===== src/rtl/pong_ball_ctrl.sv =====
// Ball/score controller for a 16-LED pong game on a single game clock.
// Define PONG_SPEEDUP_EN to shorten the step period by one on every successful return.
module pong_ball_ctrl #(
  parameter int STEP_TICKS = 8,
  parameter int HOLD_TICKS = 16,
  parameter int WIN_SCORE  = 7
) (
  input  logic       clk_game,
  input  logic       rst_n,
  input  logic       btn_l,
  input  logic       btn_r,
  output logic [5:0] counter,
  output logic [3:0] score_l,
  output logic [3:0] score_r,
  output logic       game_over
);

  // One timer serves both the ball step and the point hold, so it must fit either.
  localparam int TW = (HOLD_TICKS > 63) ? $clog2(HOLD_TICKS + 1) : 6;

  localparam logic [5:0] POS_R      = 6'd1;
  localparam logic [5:0] POS_L      = 6'd16;
  localparam logic [5:0] CODE_POINT = 6'd17;
  localparam logic [5:0] CODE_OVER  = 6'd63;
  localparam logic [5:0] STEP_INIT  = 6'(STEP_TICKS);
  localparam logic [3:0] WIN        = 4'(WIN_SCORE);

  typedef enum logic [2:0] {
    IDLE,
    MOVE_L,
    MOVE_R,
    POINT,
    OVER
  } state_t;

  state_t          state_q, state_d;
  logic [5:0]      counter_q, counter_d;
  logic [3:0]      score_l_q, score_l_d;
  logic [3:0]      score_r_q, score_r_d;
  logic            game_over_q, game_over_d;
  logic [TW-1:0]   timer_q, timer_d;
  logic            hit_q, hit_d;
  logic            btn_l_q, btn_r_q;
  logic            armed_q;
  logic            press_l, press_r;
  logic            step_done, hold_done;
  logic [5:0]      period;

`ifdef PONG_SPEEDUP_EN
  logic [5:0]      period_q, period_d;
  assign period = period_q;
`else
  assign period = STEP_INIT;
`endif

  // armed_q masks the first cycle after reset so a button held through release is not a press.
  assign press_l   = btn_l & ~btn_l_q & armed_q;
  assign press_r   = btn_r & ~btn_r_q & armed_q;
  assign step_done = (timer_q == TW'(period - 6'd1));
  assign hold_done = (timer_q == TW'(HOLD_TICKS - 1));

  always_comb begin
    state_d   = state_q;
    counter_d = counter_q;
    score_l_d = score_l_q;
    score_r_d = score_r_q;
    timer_d   = timer_q + TW'(1);
    hit_d     = hit_q;
`ifdef PONG_SPEEDUP_EN
    period_d  = period_q;
`endif
    case (state_q)
      IDLE: begin
        counter_d = 6'd0;
        timer_d   = '0;
        hit_d     = 1'b0;
        if (press_l) begin
          state_d   = MOVE_R;
          counter_d = POS_L;
`ifdef PONG_SPEEDUP_EN
          period_d  = STEP_INIT;
`endif
        end else if (press_r) begin
          state_d   = MOVE_L;
          counter_d = POS_R;
`ifdef PONG_SPEEDUP_EN
          period_d  = STEP_INIT;
`endif
        end
      end
      MOVE_L: begin
        if (counter_q == POS_L && press_l) hit_d = 1'b1;
        if (step_done) begin
          timer_d = '0;
          if (counter_q != POS_L) begin
            counter_d = counter_q + 6'd1;
          end else if (hit_q || press_l) begin
            state_d   = MOVE_R;
            counter_d = POS_L - 6'd1;
            hit_d     = 1'b0;
`ifdef PONG_SPEEDUP_EN
            period_d  = (period_q > 6'd2) ? period_q - 6'd1 : period_q;
`endif
          end else begin
            state_d   = POINT;
            counter_d = CODE_POINT;
            hit_d     = 1'b0;
            if (score_r_q < WIN) score_r_d = score_r_q + 4'd1;
          end
        end
      end
      MOVE_R: begin
        if (counter_q == POS_R && press_r) hit_d = 1'b1;
        if (step_done) begin
          timer_d = '0;
          if (counter_q != POS_R) begin
            counter_d = counter_q - 6'd1;
          end else if (hit_q || press_r) begin
            state_d   = MOVE_L;
            counter_d = POS_R + 6'd1;
            hit_d     = 1'b0;
`ifdef PONG_SPEEDUP_EN
            period_d  = (period_q > 6'd2) ? period_q - 6'd1 : period_q;
`endif
          end else begin
            state_d   = POINT;
            counter_d = CODE_POINT;
            hit_d     = 1'b0;
            if (score_l_q < WIN) score_l_d = score_l_q + 4'd1;
          end
        end
      end
      POINT: begin
        if (hold_done) begin
          timer_d = '0;
          if (score_l_q == WIN || score_r_q == WIN) begin
            state_d   = OVER;
            counter_d = CODE_OVER;
          end else begin
            state_d   = IDLE;
            counter_d = 6'd0;
          end
        end
      end
      OVER: begin
        counter_d = CODE_OVER;
        timer_d   = '0;
        if (press_l || press_r) begin
          state_d   = IDLE;
          counter_d = 6'd0;
          score_l_d = 4'd0;
          score_r_d = 4'd0;
        end
      end
      default: begin
        state_d   = IDLE;
        counter_d = 6'd0;
        timer_d   = '0;
        hit_d     = 1'b0;
      end
    endcase
    game_over_d = (state_d == OVER);
  end

  always_ff @(posedge clk_game or negedge rst_n) begin
    if (!rst_n) begin
      state_q     <= IDLE;
      counter_q   <= 6'd0;
      score_l_q   <= 4'd0;
      score_r_q   <= 4'd0;
      game_over_q <= 1'b0;
      timer_q     <= '0;
      hit_q       <= 1'b0;
      btn_l_q     <= 1'b0;
      btn_r_q     <= 1'b0;
      armed_q     <= 1'b0;
`ifdef PONG_SPEEDUP_EN
      period_q    <= STEP_INIT;
`endif
    end else begin
      state_q     <= state_d;
      counter_q   <= counter_d;
      score_l_q   <= score_l_d;
      score_r_q   <= score_r_d;
      game_over_q <= game_over_d;
      timer_q     <= timer_d;
      hit_q       <= hit_d;
      btn_l_q     <= btn_l;
      btn_r_q     <= btn_r;
      armed_q     <= 1'b1;
`ifdef PONG_SPEEDUP_EN
      period_q    <= period_d;
`endif
    end
  end

  assign counter   = counter_q;
  assign score_l   = score_l_q;
  assign score_r   = score_r_q;
  assign game_over = game_over_q;

endmodule


===== config.mk =====
export PLATFORM = sky130hd
export DESIGN_NAME = pong_ball_ctrl
export DESIGN_NICKNAME = d
export VERILOG_FILES = /design/src/rtl/pong_ball_ctrl.sv
export SDC_FILE = /design/constraint.sdc
export NUM_CORES = 1
export LEC_CHECK = 0
export BUFFER_PORTS_ARGS = -buffer_cell sky130_fd_sc_hd__buf_2
export CAP_MARGIN = 20
export CORE_MARGIN = 2
export CORE_UTILIZATION = 45
export CTS_BUF_LIST = sky130_fd_sc_hd__clkbuf_4 sky130_fd_sc_hd__clkbuf_8
export CTS_CLUSTER_SIZE = 10
export DETAILED_ROUTE_END_ITERATION = 8
export PLACE_DENSITY = 0.69
export RECOVER_POWER = 25
export SLEW_MARGIN = 10
export SYNTH_ARGS = -nofsm -noshare
export SYNTH_HDL_FRONTEND = slang
export SYNTH_SLANG_ARGS = --single-unit

===== constraint.sdc =====
create_clock -name clk_game -period 2.3 [get_ports clk_game]
set_clock_uncertainty 0.05 [all_clocks]
set_input_delay 0.115 -clock clk_game [delete_from_list [all_inputs] [get_ports clk_game]]
set_output_delay 0.115 -clock clk_game [all_outputs]
set_load 0.1 [all_outputs]

==> results of run 1 <==
-- layer usage --
metal | GRT usage (%) | vias to the layer above | wire length, um
met5 | 0 | - | 0
met4 | 3.92 | 0 | 39
met3 | 2.78 | 7 | 123
met2 | 30.4 | 28 | 1980
met1 | 27.6 | 784 | 2130
li1 | - | 774 | -
-- worst min-delay path by stage --
stage	slack [ns]	end	start	depth (start not counted)
3_5_place_dp	0.12	timer_q[1]	rst_n	1
2_1_floorplan	-0.23	armed_q	rst_n	0
4_1_cts	0.36	btn_l_q	rst_n	2
3_3_place_gp	0.13	timer_q[1]	rst_n	1
5_1_grt	0.43	timer_q[0]	timer_q[0]	1
6_report	0.40	timer_q[0]	timer_q[0]	1
-- flip-flops by register name, indices dropped and copies added (netlist names) --
name / count
armed_q: 1
btn_l_q: 1
btn_r_q: 1
counter: 6
game_over: 1
hit_q: 1
score_l: 4
score_r: 4
state_q: 3
timer_q: 6
-- cells by family (layout without fill, tap and decap cells) --
logic type | count (synthesis) | after routing
AND/OR/NAND/NOR | 85 | 85
AO/OA/AOI/OAI | 50 | 50
flip-flops | 28 | 28
buffers and inverters | 12 | 34
XOR/XNOR | 10 | 10
adder cells (fa/ha/maj) | 7 | 7
multiplexers | 5 | 5
other | 1 | 1
-- worst max-delay path, cell delays in order, from the launching register on --
cell and delay, ns:
dfrtp_1 0.57, nor3_4 0.34, nor4b_2 0.43, and3_1 0.28, a41oi_1 0.13, nor2_1 0.10
-- through the flow --
stage	hold slack, ns	utilization (%)	setup WS, ns	cells
2_1_floorplan	-0.231	-	0.0239	198
3_3_place_gp	0.126	50.7	0.368	263
3_5_place_dp	0.124	50.7	0.362	263
4_1_cts	0.355	53.3	0.333	270
5_1_grt	0.432	53.2	0.105	270
6_report	0.404	53.2	0.335	270
-- timing repair --
item	CTS	global route
hold buffers	3	0
endpoints found under the hold margin	30	0
setup endpoints to repair	0	0
buffers inserted	0	0
-- power by group through the flow --
stage | clock network (uW) | registers [uW] | logic [uW]
after global routing | 412 | 978 | 1990
after global placement | 0 | 942 | 1820
after CTS | 396 | 936 | 1840
final | 388 | 941 | 1840
after floorplan | 0 | 1370 | 1060
after detailed placement | 0 | 945 | 1830
-- final cells by class --
class	count	area share (%)
clock buffers	3	1.93
clock inverters	1	1.40
inverters	4	0.701
multi-input cells	158	53.0
flip-flops and latches	28	32.8
well taps	50	2.92
repair buffers	26	7.18
-- layout by cell type (no fill, tap or decap), types with 4 or more instances in the layout --
cell and count:
nand2_1 12, xnor2_1 5, nor2_1 16, o21ai_0 9, ha_1 7, o211ai_1 4
nand2b_1 4, nand3_1 13, buf_4 5, dfrtp_1 26, a21oi_1 8, nor2b_1 5
inv_1 4, buf_2 15, xor2_1 5, nor3_1 6
==> flow_summary.json, run 1 <==
{
  "status": "complete, but fails checks",
  "violations": "max-capacitance violations, max-slew violations",
  "numPortBuffers": 18,
  "area_delta_synth_final_pct": 12.5,
  "cts_buffers": 3,
  "p_per_area_mw_per_mm2": 1480,
  "cts.clk_slew.worst_paths_ns": 0.10,
  "synth-xor-area-share_pct": 4.60,
  "power.internal_uw": 1500,
  "grt_max_degree": 29,
  "synth.net_count": 209,
  "first_iter_violations": 108,
  "cts.sinks": 28,
  "synthCells": 198,
  "fin_tns_setup_ns": 0,
  "vdd_drop_max_v": 0.000668,
  "synth_common_cells": "dfrtp_1 (28), nor2_1 (16), nand3_1 (13)",
  "clock.fmax_mhz": 509,
  "drive_above_1_share_pct": 19.1,
  "start_util_pct": 47.3,
  "synth_area_leaders": "dfrtp_1 (37%), ha_1 (4.6%), nand3_1 (3.4%)",
  "post-route-period-util_pct": 85.4,
  "routed_wl_um": 4280,
  "cp_max_fo": 12,
  "slew_violations": 29,
  "netlist.area_leader.share_pct": 36.8,
  "worstReg2RegEnd": "score_l[3]",
  "ys.warnings.count": 0,
  "fp.coreArea_mm2": 0.00403,
  "netlist_area_mm2": 0.00190,
  "design_area_mm2": 0.00214,
  "cts_buffer_depth": 2,
  "clkPwrFrac_pct": 12.3,
  "insertion_delay_ns": 0.28,
  "crit_path_start_kind": "flop",
  "cts_resized": 0,
  "grt_usage_pct": 19.1,
  "synth_cell_types": 64,
  "switching_share_pct": 52.5,
  "yosysMostFrequentCell": "dfrtp_1",
  "fin_crit_ns": 1.96,
  "synthSimpleGateAreaFrac_pct": 28.1,
  "die_w_um": 69.1,
  "p_seq_share_pct": 29.7,
  "arrival_ns": 2.13,
  "r2r-start": "counter[2]",
  "async_reset_ff_share_pct": 100,
  "htreeDepth": 1,
  "io_pins": 19,
  "p_switching_uw": 1660,
  "r2r_setup_slack_ns": 0.34,
  "die_h_um": 69.1,
  "leakagePower_uw": 0.000938,
  "synth_ff_type": "dfrtp_1",
  "antenna_found_initial": 0,
  "worst-setup-path-type": "flop to flop",
  "rows": 23,
  "finalSetupViolCount": 0,
  "grt_pass1_vias": 1583,
  "syn_area_per_cell_um2": 9.62,
  "post_drt_via_cell_ratio": 5.90,
  "tightest_slew_ns": 1.51,
  "p_comb_share_pct": 58.0,
  "critPathLaunch": "counter[2]",
  "synth_top_family_by_area": "simple AND/OR/NAND/NOR gates",
  "seq_area_um2": 703,
  "critPathCapture": "score_l[3]",
  "dieArea_mm2": 0.00477,
  "ctsRootBufferMaster": "clkbuf_8",
  "wire_per_inst_um": 15.8,
  "rr_worst_depth": 5,
  "fill_cells": 389,
  "synth_compound_area_share_pct": 19.1,
  "maxCapViolations": 1,
  "ant_nets": 0,
  "yosysSeqAreaShare_pct": 36.8,
  "ys_ff_latch": 28,
  "drt-pass1-iter-count": 4,
  "grt-ovfl-total": 0,
  "max_slew_margin_pct": -0.536,
  "hold_viol_final": 0,
  "cts_tree": "yes",
  "synth_top_area_cell": "dfrtp_1",
  "synthMuxAreaShare_pct": 3.02,
  "rsz0062_at_grt": "no",
  "drc": 0,
  "hpwl_um": 3150,
  "multi_input_area_mm2": 0.00114,
  "synth_fa_ha_area_share_pct": 4.60,
  "diodes": 0,
  "holdCritPathClass": "flop to flop",
  "end_kind": "flop",
  "gp_congestion": 0.826,
  "fin_total_pwr_uw": 3170,
  "place_area_mm2": 0.00204,
  "grt_pass1_wl_um": 7550,
  "required_ns": 2.47,
  "nNetsFinal": 232,
  "synth_edf_count": 0,
  "vias": 1593
}
No activity file was read; power rests on OpenSTA's default activity.
==> inputs of run 2 (changes only) <==
--- a/config.mk
+++ b/config.mk
@@ -12,6 +12,7 @@
 export CTS_BUF_LIST = sky130_fd_sc_hd__clkbuf_4 sky130_fd_sc_hd__clkbuf_8
 export CTS_CLUSTER_SIZE = 10
 export DETAILED_ROUTE_END_ITERATION = 8
+export GPL_TIMING_DRIVEN = 0
 export PLACE_DENSITY = 0.69
 export RECOVER_POWER = 25
 export SLEW_MARGIN = 10
==> flow_summary.json, run 2 (synthesized netlist as in run 1, its figures left out) <==
{
  "status": "complete, but fails checks",
  "violations": "max-capacitance violations, max-slew violations",
  "cts_buffers": 3,
  "hold_buffers": 3,
  "max_slew_margin_pct": -0.690,
  "fin_ws_ns": 0.200,
  "die_h_um": 69.1,
  "post_drt_via_cell_ratio": 5.78,
  "die_w_um": 69.1,
  "hp-start": "timer_q[0]",
  "leakagePower_uw": 0.000937,
  "tightest_slew_ns": 1.51,
  "cp_max_fo": 10,
  "crit_path_start_kind": "flop",
  "diodes": 0,
  "nNetsFinal": 235,
  "p_per_area_mw_per_mm2": 1430,
  "place_ws_ns": 0.208,
  "vdd_drop_max_v": 0.000612,
  "start_util_pct": 47.3,
  "first_iter_violations": 73,
  "hpwl_um": 3020,
  "antenna_found_initial": 0,
  "ctsRootBufferMaster": "clkbuf_8",
  "multi_input_area_mm2": 0.00114,
  "fin_tns_setup_ns": 0,
  "io_pins": 19,
  "cp_cell_sequence": "clkbuf_1 > nor3b_1 > nand4b_1 > a41oi_1 > a21o_1",
  "cp_num_buf_inv": 1,
  "grt_pass1_vias": 1484,
  "arrival_ns": 2.27,
  "final_util_pct": 53.0,
  "wire_per_inst_um": 14.7,
  "end_kind": "flop",
  "rows": 23,
  "drt-pass1-iter-count": 4,
  "slowest_stage": "nor3b_1",
  "worst-setup-path-type": "flop to flop",
  "cpPeakStageDelay_ns": 0.67,
  "hold_viol_final": 0,
  "ant_nets": 0,
  "cp_top_family": "simple AND/OR/NAND/NOR gates",
  "finalNonFillerCells": 273,
  "critPathLaunch": "state_q[2]",
  "routed_wl_um": 4020,
  "grt-ovfl-total": 0,
  "post-route-period-util_pct": 91.3,
  "cts.sinks": 28,
  "grt_max_degree": 29,
  "cts.clk_slew.worst_paths_ns": 0.09,
  "required_ns": 2.47,
  "dieArea_mm2": 0.00477,
  "final_common_cell": "dfrtp_1",
  "cts_tree": "yes",
  "rsz0062_at_grt": "no",
  "drc": 0,
  "htreeDepth": 1,
  "vias": 1579,
  "grt_pass1_wl_um": 7070,
  "cts_setup_buffers": 0,
  "placedCellCount": 266,
  "clock.fmax_mhz": 476,
  "r2r-start": "state_q[2]",
  "cts_buffer_depth": 2,
  "maxCapViolations": 1,
  "fin_crit_ns": 2.10,
  "slew_violations": 29,
  "finalSetupViolCount": 0,
  "cts_resized": 0,
  "fp.coreArea_mm2": 0.00403,
  "insertion_delay_ns": 0.28,
  "grt_usage_pct": 17.8,
  "holdCritPathClass": "flop to flop",
  "gp_congestion": 0.884,
  "numPortBuffers": 18,
  "seq_area_um2": 703,
  "final_cell_mix": "dfrtp_1 (26), buf_2 (18), nor2_1 (16)",
  "drive_above_1_share_pct": 19.3,
  "area_delta_synth_final_pct": 12.1,
  "fill_cells": 393
}
[run 2: changes by cell type in the layout (fill, tap and decap cells not counted)]
cell	change
bufinv_16	-1
buf_2	+3
buf_4	-4
buf_6	+2
clkbuf_4	+1
clkbuf_1	+2
[run 2: per-layer routing]
layer	global-route usage, %	vias to the layer above	wire, um
li1	-	793	-
met1	26.4	754	2020
met2	26.5	27	1810
met3	2.78	5	134
met4	5.66	0	57
met5	0	-	0
[run 2: final timing paths]
check | to | cells after the start | slack, ns
setup / recovery | counter[4] | 5 | 0.20
hold / removal | timer_q[0] | 1 | 0.42
setup reg to reg | counter[4] | 5 | 0.20
hold reg to reg | timer_q[0] | 1 | 0.42
max in group asynchronous | counter[0] | 2 | 0.53
min in group asynchronous | timer_q[1] | 2 | 0.68
[run 2: power by group]
part	leakage, uW	switching, uW	internal (uW)
Sequential	0.000352	174	650
Clock	0.0000262	147	136
Combinational	0.000559	1320	635
[run 2: layout make-up]
class | instances | share of cell area, %
multi-input cells | 158 | 53.2
well taps | 50 | 2.93
clock buffers | 4 | 2.29
repair buffers | 21 | 5.45
inverters | 4 | 0.703
flip-flops and latches | 28 | 32.9
plain buffers | 8 | 2.46
[run 2: through the flow]
stage / total power (uW) / cell area (um2) / hold WS (ns)
finish: 3060 / 2130 / 0.420
global route: 3290 / 2130 / 0.441
CTS: 3080 / 2140 / 0.352
detailed placement: 2780 / 2060 / 0.121
global placement: 2770 / 2060 / 0.119
floorplan: 2440 / 1910 / -0.231
